[config.mk]
export PLATFORM = sky130hd
export DESIGN_NAME = fft_frame_loader
export DESIGN_NICKNAME = d
export VERILOG_FILES = /design/src/rtl/fft_frame_loader.sv
export SDC_FILE = /design/constraint.sdc
export NUM_CORES = 1
export LEC_CHECK = 0
export BUFFER_PORTS_ARGS = -buffer_cell sky130_fd_sc_hd__clkbuf_2
export CAP_MARGIN = 40
export CORE_AREA = 3 3 246 248
export CTS_CLUSTER_SIZE = 24
export DETAILED_ROUTE_END_ITERATION = 8
export DIE_AREA = 0 0 249 251
export PLACE_DENSITY = 0.63
export SETUP_SLACK_MARGIN = 0.3
export SLEW_MARGIN = 20
export SYNTH_ARGS = -nofsm -noshare
export SYNTH_HDL_FRONTEND = slang
export SYNTH_SLANG_ARGS = --single-unit
[constraint.sdc]
create_clock -name clock -period 1.72 [get_ports clock]
set_clock_uncertainty 0.05 [all_clocks]
set_input_delay 0.344 -clock clock [delete_from_list [all_inputs] [get_ports clock]]
set_output_delay 0.344 -clock clock [all_outputs]
set_load 0.01 [all_outputs]
[src/rtl/fft_frame_loader.sv]
// Collects 16 streamed complex samples into a parallel frame for fft_16pt,
// pulses start, then holds the frame until the FFT reports done.
module fft_frame_loader #(
    parameter int unsigned WIDTH       = 36,
    parameter int unsigned BIT_REVERSE = 0,
    parameter int unsigned CNT_W       = 16
) (
    input  logic             clock,
    input  logic             reset,
    input  logic [WIDTH-1:0] in_data,
    input  logic             in_valid,
    input  logic             in_sof,
    output logic             in_ready,
    output logic [WIDTH-1:0] f [0:15],
    output logic             start,
    input  logic             fft_done,
    output logic             busy,
    output logic             resync,
    output logic [CNT_W-1:0] frame_cnt
);

    typedef enum logic [1:0] {
        FILL  = 2'd0,
        START = 2'd1,
        WAIT  = 2'd2
    } state_t;

    state_t     state;
    logic [3:0] idx;
    logic       done_q;
    logic       xfer;
    logic       mid_sof;
    logic       done_edge;
    logic [3:0] wr_idx;

    function automatic logic [3:0] map_idx(input logic [3:0] n);
        if (BIT_REVERSE != 0) begin
            return {n[0], n[1], n[2], n[3]};
        end
        return n;
    endfunction

    // Handshake and write-address decode
    always_comb begin
        in_ready  = (state == FILL) && !reset;
        xfer      = in_valid && in_ready;
        mid_sof   = in_sof && (idx != 4'd0);
        wr_idx    = mid_sof ? 4'd0 : map_idx(idx);
        done_edge = fft_done && !done_q;
    end

    always_ff @(posedge clock) begin
        if (reset) begin
            state     <= FILL;
            idx       <= 4'd0;
            done_q    <= 1'b0;
            start     <= 1'b0;
            busy      <= 1'b0;
            resync    <= 1'b0;
            frame_cnt <= '0;
            for (int i = 0; i < 16; i++) begin
                f[i] <= '0;
            end
        end else begin
            done_q <= fft_done;
            start  <= 1'b0;
            resync <= 1'b0;
            case (state)
                FILL: begin
                    if (xfer) begin
                        f[wr_idx] <= in_data;
                        if (mid_sof) begin
                            // Restart the frame: this sample becomes entry 0
                            idx    <= 4'd1;
                            resync <= 1'b1;
                        end else if (idx == 4'd15) begin
                            idx   <= 4'd0;
                            state <= START;
                            start <= 1'b1;
                            busy  <= 1'b1;
                        end else begin
                            idx <= idx + 4'd1;
                        end
                    end
                end
                START: begin
                    state <= WAIT;
                end
                WAIT: begin
                    if (done_edge) begin
                        frame_cnt <= frame_cnt + CNT_W'(1);
                        idx       <= 4'd0;
                        busy      <= 1'b0;
                        state     <= FILL;
                    end
                end
                default: begin
                    state <= FILL;
                end
            endcase
        end
    end

endmodule

==> run metrics <==
WP data required=2.19 ns; Hold Path Depth=3; top_reg_cell synth=dfxtp_1; initial antenna violation count=6; first-pass detailed-route iteration total=5; sequential fraction of the synthesis area=55.5%; synthesized area per cell=7.87 um^2; fmax=532 MHz; GR peak layer=met2; Post-DRT Antenna Nets=0; status=complete, but fails checks; Num CTS Buffers=66; R2R Setup Slk=-0.16 ns; die width=249 um; most frequent cell after synthesis=nand2_1; row count=89; crit path DAT=2.35 ns; vias in the first global route=19900; Post-synth ARST share=0%; Port Buf Inserts=636; via count=22300; CP endpoint kind=flop; Total GRT Usage=28.4%; maximum vdd drop=0.856 mV; failing checks=negative setup slack; YS warnings=0; commonest cells in the netlist=nand2_1, dfxtp_1, a21oi_1, clkbuf_1, buf_2; area leader, netlist=dfxtp_1; met2 usage=47.2%; power per cell area=944 nW/um^2; Initial Util=37.0%; Layout Nets=3479; Max-Cap Viols=0; final worst-path cycle share=109%; largest net degree at the start of global routing=179; DR WL/cell=23.0 um; #FFs+latches synth=602; worst setup path class=flop to flop; TritonCTS clock tree=done; worst-case reg-to-reg path depth=8; area delta synth->final=47.1%; leading post-synthesis cells by cell area=dfxtp_1, nand2_1, a21oi_1, clkbuf_1, buf_2; Skew-Pair Late Insertion Delay=0.60 ns; share of cells above drive strength 1=36.7%; clk sinks=602; core footprint=58700 um^2; clock slew at reported path FFs=0.06 ns; Synth Net Count=2800; Placed Cells=4031; clk buf depth=3; LEAKAGE=12.7 nW; RSZ-0062 raised after global routing=true; Die H=251 um; Root Driver=clkbuf_16; final worst path period need=1.88 ns; met1 Use GR=35.9%; Yosys top cell area share=55.5%; Final setup violation count=528; WL final=97.9 mm; worst min-delay path class=input port to flop; global placer's final weighted congestion=0.819; first-pass GRT wire length=135 mm; worst-margin pin slew=0.987 ns; GRT overflow=0; mapped cell area=21700 um^2; Slew Viols, Final=0; Cell variety after synth=52; Fin. Hold Viols=0; Place WS=-0.129 ns; CP max FO=6; Post-synth EDFFs=0; Via-to-Cell Ratio=5.24; Syn Inst Count=2756; H-tree levels=3; startpoint types=flop; GR Util met3=6.45%; post-route worst setup slack=-0.159 ns; DP HPWL=57.7 mm; drt initial violations=1948; Die ar.=62500 um^2; Rel. slew slack=34.2%; final std cells w/o fill=4260; DRC=0; IO Pins=637
==> placed cells by master (no fill, tap or decap), types with 14 or more instances in the layout <==
cell / count
o21ai_0: 36
nand3_2: 16
dfxtp_1: 588
nand3_1: 29
buf_6: 25
nand2_2: 33
clkinv_2: 14
clkbuf_16: 86
buf_16: 27
clkbuf_2: 634
a21oi_2: 111
a21oi_1: 477
buf_12: 70
nand2_4: 61
buf_4: 94
nand2_1: 996
==> power by group <==
group	switching [mW]	total, mW	internal, mW
Clock	6.08	14.5	8.42
Sequential	0.0369	14.0	14.0
Combinational	1.14	1.61	0.474
Total	7.26	30.1	22.9
==> worst paths after layout <==
check             startpoint     end
hold / removal         reset  idx[1]
hold reg to reg       f[373]  f[373]
setup / recovery    state[1]  f[520]
setup reg to reg    state[1]  f[520]
==> per-stage QoR <==
step           utilization (%)  cell area [um^2]  hold WS [ns]  power, mW  setup TNS (ns)
2_1_floorplan                -             22000         0.423       15.0          -0.410
3_3_place_gp              45.1             26400         0.390       15.7          -16.23
3_5_place_dp              45.1             26400         0.394       15.7          -22.63
4_1_cts                   51.5             30200        0.0133       30.1          -30.20
5_1_grt                   54.4             31900        0.0437       30.9          -73.95
6_report                  54.4             31900        0.0334       30.1          -37.25
==> what timing repair did <==
action | CTS | global route
gates cloned | 31 | 22
endpoints found under the hold margin | 3 | 0
endpoints found under the setup margin | 1192 | 1194
buffers inserted | 34 | 21
hold buffers | 1 | 0
pin swaps | 42 | 85
resized for setup | 122 | 288
==> kinds of logic (layout without fill, tap and decap cells) <==
family | count (synthesis) | count (layout) | share of synthesized area, %
AOI/OAI and AO/OA | 642 | 642 | 14.9
xor gates and xnor gates | 9 | 9 | 0.363
adders and majority gates | 3 | 3 | 0.173
buffers and inverters | 278 | 1008 | 6.07
DFF | 602 | 602 | 55.5
other | 0 | 1 | 0
and+or+nand+nor | 1222 | 1222 | 22.9
==> worst max-delay path, stage by stage, from the launching register on <==
cell and delay, ns:
dfxtp_4 0.35, buf_6 0.12, nor4b_4 0.26, buf_12 0.16, and4_4 0.32, buf_6 0.17, buf_16 0.16, nand2_1 0.06
a21oi_1 0.14
==> metal layers <==
| layer | up-vias | share of wire [%] |
|---|---|---|
| li1 | 10300 | - |
| met1 | 10600 | 39 |
| met2 | 1178 | 48 |
| met3 | 225 | 9.3 |
| met4 | 6 | 3.9 |
| met5 | - | 0.047 |
==> cell type report <==
cell class                 count  area [um^2]
antenna                        1         2.50
multi-input combinational   1876         9630
clock inverter                28          318
fill                        5379        26800
inverter                       6         25.0
sequential                   602        12100
tap                          773          967
timing repair buffer         883         7030
clock buffer                  91         1870
==> state kept, by name (all words and copies together), names as in the netlist <==
register   cells
frame_cnt     16
busy           1
idx            4
done_q         1
f            576
resync         1
start          1
state          2
(Power assumes the default switching activity.)
